`src/rtl/muldiv_unit.sv`:
```
// Iterative multiply/divide unit with HI/LO result registers. It computes one result bit per
// cycle, using shift-add for MULT/MULTU and restoring division for DIV/DIVU.
module muldiv_unit #(
    parameter int unsigned WIDTH = 32
) (
    input  logic             clk,
    input  logic             rst,
    input  logic             start,
    input  logic [1:0]       op,
    input  logic [WIDTH-1:0] a,
    input  logic [WIDTH-1:0] b,
    input  logic             mthi,
    input  logic             mtlo,
    input  logic             cancel,
    output logic             busy,
    output logic             done,
    output logic             div_by_zero,
    output logic [WIDTH-1:0] hi,
    output logic [WIDTH-1:0] lo
);
    localparam int unsigned CntW = $clog2(WIDTH) + 1;
    localparam logic [CntW-1:0] LastIter = CntW'(WIDTH - 1);

    typedef enum logic [1:0] {StIdle, StCalc, StFix} state_t;

    state_t             state_q;
    logic [CntW-1:0]    cnt_q;
    logic               is_div_q;
    logic               sa_q;
    logic               sb_q;
    logic               dz_q;
    logic [WIDTH-1:0]   opnd_q;  // multiplicand magnitude, or divisor magnitude
    logic [2*WIDTH-1:0] acc_q;   // mult: {partial sum, multiplier}; div: low half dividend->quotient
    logic [WIDTH-1:0]   rem_q;

    logic               req_signed;
    logic               sa;
    logic               sb;
    logic [WIDTH-1:0]   mag_a;
    logic [WIDTH-1:0]   mag_b;
    logic [WIDTH:0]     mul_sum;
    logic [WIDTH:0]     div_shift;
    logic [WIDTH-1:0]   div_diff;
    logic               div_ge;
    logic [2*WIDTH-1:0] prod_fix;
    logic [WIDTH-1:0]   quo_fix;
    logic [WIDTH-1:0]   rem_fix;

    always_comb begin
        req_signed = ~op[0];
        sa         = req_signed & a[WIDTH-1];
        sb         = req_signed & b[WIDTH-1];
        mag_a      = sa ? -a : a;
        mag_b      = sb ? -b : b;

        mul_sum    = {1'b0, acc_q[2*WIDTH-1:WIDTH]} + {1'b0, {WIDTH{acc_q[0]}} & opnd_q};

        // The partial remainder is W+1 bits wide, but the restored result is always below the divisor.
        div_shift  = {rem_q, acc_q[WIDTH-1]};
        div_ge     = div_shift >= {1'b0, opnd_q};
        div_diff   = WIDTH'(div_shift - {1'b0, opnd_q});

        // The sign flags are zero for unsigned ops, so these fix-ups reduce to pass-through.
        prod_fix   = (sa_q ^ sb_q) ? -acc_q : acc_q;
        quo_fix    = (sa_q ^ sb_q) ? -acc_q[WIDTH-1:0] : acc_q[WIDTH-1:0];
        rem_fix    = sa_q ? -rem_q : rem_q;
    end

    always_ff @(posedge clk or posedge rst) begin
        if (rst) begin
            state_q     <= StIdle;
            cnt_q       <= '0;
            is_div_q    <= 1'b0;
            sa_q        <= 1'b0;
            sb_q        <= 1'b0;
            dz_q        <= 1'b0;
            opnd_q      <= '0;
            acc_q       <= '0;
            rem_q       <= '0;
            busy        <= 1'b0;
            done        <= 1'b0;
            div_by_zero <= 1'b0;
            hi          <= '0;
            lo          <= '0;
        end else begin
            done        <= 1'b0;
            div_by_zero <= 1'b0;
            case (state_q)
                StIdle: begin
                    if (start) begin
                        is_div_q <= op[1];
                        sa_q     <= sa;
                        sb_q     <= sb;
                        dz_q     <= op[1] & (b == '0);
                        opnd_q   <= op[1] ? mag_b : mag_a;
                        acc_q    <= {{WIDTH{1'b0}}, (op[1] ? mag_a : mag_b)};
                        rem_q    <= '0;
                        cnt_q    <= '0;
                        busy     <= 1'b1;
                        state_q  <= (op[1] && (b == '0)) ? StFix : StCalc;
                    end else begin
                        if (mthi) hi <= a;
                        if (mtlo) lo <= a;
                    end
                end
                StCalc: begin
                    if (cancel) begin
                        state_q <= StIdle;
                        busy    <= 1'b0;
                    end else begin
                        if (is_div_q) begin
                            rem_q              <= div_ge ? div_diff : div_shift[WIDTH-1:0];
                            acc_q[WIDTH-1:0]   <= {acc_q[WIDTH-2:0], div_ge};
                        end else begin
                            acc_q <= {mul_sum, acc_q[WIDTH-1:1]};
                        end
                        cnt_q <= cnt_q + 1'b1;
                        if (cnt_q == LastIter) state_q <= StFix;
                    end
                end
                StFix: begin
                    state_q <= StIdle;
                    busy    <= 1'b0;
                    if (!cancel) begin
                        done        <= 1'b1;
                        div_by_zero <= dz_q;
                        if (!dz_q) begin
                            if (is_div_q) begin
                                hi <= rem_fix;
                                lo <= quo_fix;
                            end else begin
                                hi <= prod_fix[2*WIDTH-1:WIDTH];
                                lo <= prod_fix[WIDTH-1:0];
                            end
                        end
                    end
                end
                default: begin
                    state_q <= StIdle;
                    busy    <= 1'b0;
                end
            endcase
        end
    end
endmodule

```
`config.mk`:
```
export PLATFORM = sky130hd
export DESIGN_NAME = muldiv_unit
export DESIGN_NICKNAME = d
export VERILOG_FILES = /design/src/rtl/muldiv_unit.sv
export SDC_FILE = /design/constraint.sdc
export NUM_CORES = 1
export LEC_CHECK = 0
export ABC_AREA = 1
export CORE_MARGIN = 4
export CORE_UTILIZATION = 38
export CTS_BUF_LIST = sky130_fd_sc_hd__clkbuf_8
export DETAILED_ROUTE_END_ITERATION = 8
export RECOVER_POWER = 100
export SYNTH_ARGS = -nofsm -noshare
export SYNTH_HDL_FRONTEND = slang
export SYNTH_SLANG_ARGS = --single-unit
```
`constraint.sdc`:
```
create_clock -name clk -period 7.3 [get_ports clk]
set_clock_uncertainty 0.15 [all_clocks]
set_input_delay 0.73 -clock clk [delete_from_list [all_inputs] [get_ports clk]]
set_output_delay 0.73 -clock clk [all_outputs]
set_load 0.05 [all_outputs]
```
==> impl_metrics.json, run 1 <==
{
  "die_area_mm2": 0.0556,
  "tightest_slew_ns": 4.56,
  "worstSetupPathType": "reg -> reg",
  "wl_per_cell_um": 21.5,
  "drive_gt1_share_pct": 5.25,
  "yosys_warnings": 0,
  "placed_cells": 3971,
  "fin_crit_sh_pct": 72.5,
  "drt-vias-per-instance": 5.51,
  "clock-sinks": 207,
  "violations": "max-capacitance violations, max-slew violations",
  "cpMaxStageDelayCell": "nor2_1",
  "fin_crit_ns": 5.29,
  "start_util_pct": 38.4,
  "async_flop_share_pct": 100,
  "whs_endpoint": "lo[9]",
  "final.setup.tns_ns": 0,
  "path_max_fanout": 27,
  "fmax_mhz": 189,
  "insertion_delay_ns": 0.67,
  "synthesis.area_mm2": 0.0197,
  "io_pins": 139,
  "final_util_pct": 43.8,
  "hpwl_um": 70100,
  "finalSetupViolCount": 0,
  "drt_iter0_drc": 2839,
  "cts_resized": 0,
  "diodes": 0,
  "grt_overflow": 0,
  "rsz0062_at_grt": "no",
  "hold_class": "reg -> reg",
  "via_count": 22318,
  "ir_drop_v": 0.000181,
  "ys_ff_latch": 207,
  "r2r_cells": 7,
  "cts-htree-levels": 2,
  "rrSetupSlack_ns": 2.01,
  "rows": 83,
  "avgSynthCellArea_um2": 6.08,
  "dieHeight_um": 236,
  "worst_ep_required_time_ns": 7.66,
  "dr.pass1.iters": 9,
  "hold_buffers": 0,
  "syn_nets": 3384,
  "crit_path_end_kind": "register",
  "p_leak_nw": 11.1,
  "startpoint_type": "register",
  "layout.cells.non_filler": 4049,
  "hold_start": "lo[9]",
  "reg2reg_to": "opnd_q[23]",
  "grt_pass1_vias": 20513,
  "drc": 0,
  "dieWidth_um": 236,
  "synth-edff-count": 0,
  "place_congestion": 1.04,
  "r2r-start": "state_q[1]",
  "clockRootBuffer": "clkbuf_8",
  "status": "finished with violations",
  "powerDensity_mw_per_mm2": 512,
  "antenna_found_initial": 0,
  "grt_max_degree": 94,
  "grt_use_total_pct": 30.3,
  "area_growth_pct": 14.0,
  "antenna_left": 0,
  "synth.distinct_cells": 57,
  "path_cells": "nor2_2 -> inv_1 -> nor2_1 -> inv_2 -> nor2_1 -> inv_1 -> o221ai_1",
  "cts_tree": "done",
  "grt_pass1_wl_um": 130000,
  "post_cts_buffers": 0,
  "cp_data_arrival_time_ns": 5.65,
  "routed_wl_um": 87200,
  "drv_cap": 5,
  "slew_viol_final": 252,
  "finalHoldViolCount": 0,
  "synth_cells": 3241,
  "ys.flop_type": "dfrtp_1",
  "cpPeakStageDelay_ns": 1.55,
  "core-area_mm2": 0.0513,
  "nNetsFinal": 3478,
  "maxSlewHeadroom_pct": -206,
  "clk_pin_slew_worst_paths_ns": 0.06,
  "clockBufferDepth": 3,
  "portBuffers": 138,
  "min_path_cells": 2,
  "cts_buffers": 42,
  "seq_area_frac_synth_pct": 26.3
}
cells in the final DEF, fill, tap and decap left out, types with 5 or more instances in the layout:
cell type,count
nor2_4,10
a221oi_1,29
nor3_1,21
nor2_1,480
xor2_1,45
xnor2_1,15
a31oi_1,21
o221ai_1,9
a22oi_1,24
a21o_1,7
o22ai_1,10
o21bai_1,11
o21ai_1,9
nand2_2,11
nand2_1,943
o21ai_0,173
inv_2,8
clkdlybuf4s50_1,69
a21oi_1,182
ha_1,69
nor2_2,25
clkbuf_1,5
a21oi_2,9
dlygate4sd3_1,69
nand2_4,5
o211ai_1,35
nand4_1,25
or2_2,11
nand3b_1,18
dfrtp_1,207
buf_4,15
nand3_1,306
inv_1,379
clkbuf_8,56
nand3_2,5
registers in the layout, indices dropped and copies added (netlist names), 2 cells and up:
name / cells
acc_q: 64
state_q: 2
hi: 32
rem_q: 32
opnd_q: 32
lo: 32
cnt_q: 6
cells by family (layout without fill, tap and decap cells):
group	Yosys count	in the layout	share of synthesized area [%]
AND/OR/NAND/NOR	1875	1875	40.2
AO/OA/AOI/OAI	541	541	16.3
buffers and inverters	487	615	10.0
flip-flops	207	207	26.3
adder cells (fa/ha/maj)	71	71	4.58
XOR/XNOR	60	60	2.67
layout make-up:
class | count | area [um^2]
fillers | 5673 | 28800
multi-input cells | 2547 | 12500
flip-flops and latches | 207 | 5180
repair buffers | 158 | 1510
inverters | 379 | 1430
well taps | 680 | 851
clock buffers | 56 | 771
clock inverters | 22 | 186
critical path: cells and delay by family, from the launching register on:
family | cells | cell delay, ns
AND/OR/NAND/NOR | 3 | 2.92
buffers and inverters | 3 | 1.34
flip-flops | 1 | 0.42
AO/OA/AOI/OAI | 1 | 0.35
where the power goes:
group | total, mW | switching [mW] | internal [mW]
Clock | 1.41 | 0.616 | 0.798
Combinational | 7.58 | 5.28 | 2.30
Sequential | 2.51 | 0.870 | 1.64
cell usage after synthesis (all sizes together) (2+ instances only):
cell,number,share of area (%)
a21boi,4,0.15
nand4,25,0.79
clkinv,2,0.038
buf,67,2.0
nor4,4,0.16
o22ai,10,0.32
a221oi,29,1.3
o21bai,11,0.42
a21o,7,0.27
nand3,312,8.1
nand3b,18,0.69
a21oi,191,5.0
ha,69,4.4
o221ai,9,0.40
o21ai,188,5.0
o21a,4,0.15
nor3,21,0.53
xnor2,15,0.67
o211ai,35,1.3
fa,2,0.20
nand2,959,19
a22oi,24,0.91
dfrtp,207,26
and3,3,0.095
o22a,2,0.089
xor2,45,2.0
inv,377,7.2
nor2,517,11
a31oi,21,0.67
o31ai,3,0.11
or2,14,0.44
clkbuf,41,0.78
per-layer routing:
metal  global-route usage [%]  up-vias  wire (um)  share of wire, %
li1                         -    10759          -                 -
met1                     44.4    10347      39500                45
met2                     43.8     1038      35900                41
met3                     4.71      174       7510               8.6
met4                     13.3        0       4320               5.0
met5                        0        -          0                 0
worst max-delay path by stage:
stage                     from         end  depth (start not counted)
floorplan                  rst    acc_q[0]                          1
global placement         start   opnd_q[0]                          7
detailed placement       start   opnd_q[0]                          7
CTS                 state_q[0]      hi[31]                         11
global route        state_q[1]  opnd_q[23]                          7
finish              state_q[1]  opnd_q[23]                          7
through the flow:
stage | instance area [um^2] | total power [mW] | hold slack, ns | setup WS [ns]
2_1_floorplan | 19700 | 7.53 | 0.325 | 0.768
3_3_place_gp | 21600 | 9.95 | 0.318 | 3.20
3_5_place_dp | 21600 | 9.96 | 0.324 | 3.16
4_1_cts | 22500 | 11.4 | 0.341 | 3.56
5_1_grt | 22500 | 12.3 | 0.349 | 1.71
6_report | 22500 | 11.5 | 0.328 | 2.01
Power figures use the tool's default switching activity.
==> inputs of run 2 (changes only) <==
==> constraint.sdc (replaced) <==
create_clock -name clk -period 5.4 [get_ports clk]
set_clock_uncertainty 0.15 [all_clocks]
set_input_delay 0.54 -clock clk [delete_from_list [all_inputs] [get_ports clk]]
set_output_delay 0.54 -clock clk [all_outputs]
set_load 0.05 [all_outputs]
==> impl_metrics.json, run 2 (synthesized netlist as in run 1, its figures left out) <==
{
  "cpPeakStageDelay_ns": 1.25,
  "clock-sinks": 207,
  "tightest_slew_ns": 1.83,
  "crit_path_end_kind": "register",
  "final.setup.tns_ns": 0,
  "drc": 0,
  "finalSetupViolCount": 0,
  "layout_commonest_cell": "nand2_1",
  "rsz0062_at_grt": "no",
  "worstSetupPathType": "reg -> reg",
  "drt_iter0_drc": 2721,
  "hold_buffers": 0,
  "powerDensity_mw_per_mm2": 682,
  "fmax_mhz": 227,
  "cts-htree-levels": 2,
  "clockRootBuffer": "clkbuf_8",
  "die_area_mm2": 0.0556,
  "p_leak_nw": 11.1,
  "area_growth_pct": 13.6,
  "status": "finished with violations",
  "dieHeight_um": 236,
  "largest_register_ffs": 64,
  "maxSlewHeadroom_pct": -22.6,
  "dieWidth_um": 236,
  "clockBufferDepth": 3,
  "fin_crit_sh_pct": 81.7,
  "io_pins": 139,
  "drt-vias-per-instance": 5.50,
  "final_cell_mix": "nand2_1 (943), nor2_1 (484), inv_1 (380), nand3_1 (306), dfrtp_1 (207)",
  "layout_setup_ws_ns": 0.986,
  "max_flop_register": "acc_q",
  "portBuffers": 138,
  "antenna_found_initial": 4,
  "preCtsSetupSlack_ns": 1.75,
  "cts_buffers": 42,
  "antenna_left": 0,
  "dr.pass1.iters": 6,
  "grt_pass1_vias": 20276,
  "grt_max_degree": 140,
  "routed_wl_um": 85700,
  "finalHoldViolCount": 0,
  "rows": 83,
  "place_congestion": 1.01,
  "grt_use_total_pct": 29.7,
  "violations": "max-capacitance violations, max-slew violations",
  "fin_crit_ns": 4.41,
  "worst_ep_required_time_ns": 5.81,
  "path_cells": "inv_1 -> nor2_1 -> clkinv_1 -> clkbuf_1 -> nor2_1 -> nor2_4 -> inv_2 -> o21ai_0 -> buf_4 -> nand2_1 -> nand2_1",
  "slew_viol_final": 62,
  "nFillCells": 5572,
  "post_cts_buffers": 0,
  "final_util_pct": 43.6,
  "nNetsFinal": 3479,
  "hpwl_um": 68900,
  "startpoint_type": "register",
  "insertion_delay_ns": 0.65,
  "drive_gt1_share_pct": 5.00,
  "r2r-start": "state_q[0]",
  "drv_cap": 2,
  "grt_overflow": 0,
  "path_max_fanout": 34,
  "via_count": 22247,
  "cpMaxStageDelayCell": "clkbuf_1",
  "wl_per_cell_um": 21.2,
  "cts_tree": "done",
  "critPathLaunch": "state_q[0]",
  "clk_pin_slew_worst_paths_ns": 0.06,
  "hold_start": "busy",
  "cts_resized": 0,
  "start_util_pct": 38.4,
  "grt_pass1_wl_um": 127000,
  "ir_drop_v": 0.000271,
  "core-area_mm2": 0.0513,
  "hold_class": "reg -> reg",
  "cp_data_arrival_time_ns": 4.83
}
## run 2: cell types whose count changed in the layout (fill, tap and decap cells not counted), moves of 3 or more
cell,delta
buf_4,+3
nor2_2,-3
nor2_1,+4
diode_2,+4
clkbuf_8,-5
clkbuf_1,-3
## run 2: path summary, 6_finish.rpt
check                            end  slack (ns)  cells after the start
setup / recovery           rem_q[19]        0.99                     11
setup reg to reg           rem_q[19]        0.99                     11
max in group asynchronous     lo[12]        3.88                      3
hold / removal                  busy        0.32                      2
min in group asynchronous     hi[23]        0.48                      3
hold reg to reg                 busy        0.32                      2
## run 2: final cells by class
| class | instances | area, um^2 | share of cell area [%] |
|---|---|---|---|
| multi-input cells | 2547 | 12500 | 56.0 |
| flip-flops and latches | 207 | 5180 | 23.1 |
| repair buffers | 159 | 1540 | 6.90 |
| inverters | 379 | 1430 | 6.37 |
| well taps | 680 | 851 | 3.80 |
| clock buffers | 51 | 702 | 3.14 |
| clock inverters | 20 | 129 | 0.576 |
| diodes | 4 | 10.0 | 0.0447 |
## run 2: where the power goes
group | internal [mW] | switching [mW]
registers | 2.22 | 1.16
clock network | 0.902 | 0.800
logic | 3.11 | 7.08
## run 2: worst max-delay path, delay by kind of cell (launching register included)
kind,cells,cell delay [ns]
AO/OA/AOI/OAI,1,0.17
buffers and inverters,5,2.17
flip-flops,1,0.38
AND/OR/NAND/NOR,5,1.41
## run 2: metal layers
metal  vias up  global-route usage (%)  wire, um
met4         0                    12.9      4180
li1      10752                       -         -
met5         -                       0         0
met3       175                    5.74      8280
met1     10217                    42.6     37800
met2      1103                    43.3     35400
## run 2: per-stage QoR
step	cells	total power [mW]	hold slack [ns]	area, um^2
finish	4047	15.3	0.322	22400
global route	4044	16.4	0.351	22400
CTS	4043	15.2	0.328	22400
detailed placement	3972	13.4	0.315	21600
global placement	3972	13.4	0.308	21600
floorplan	3241	10.2	0.325	19700
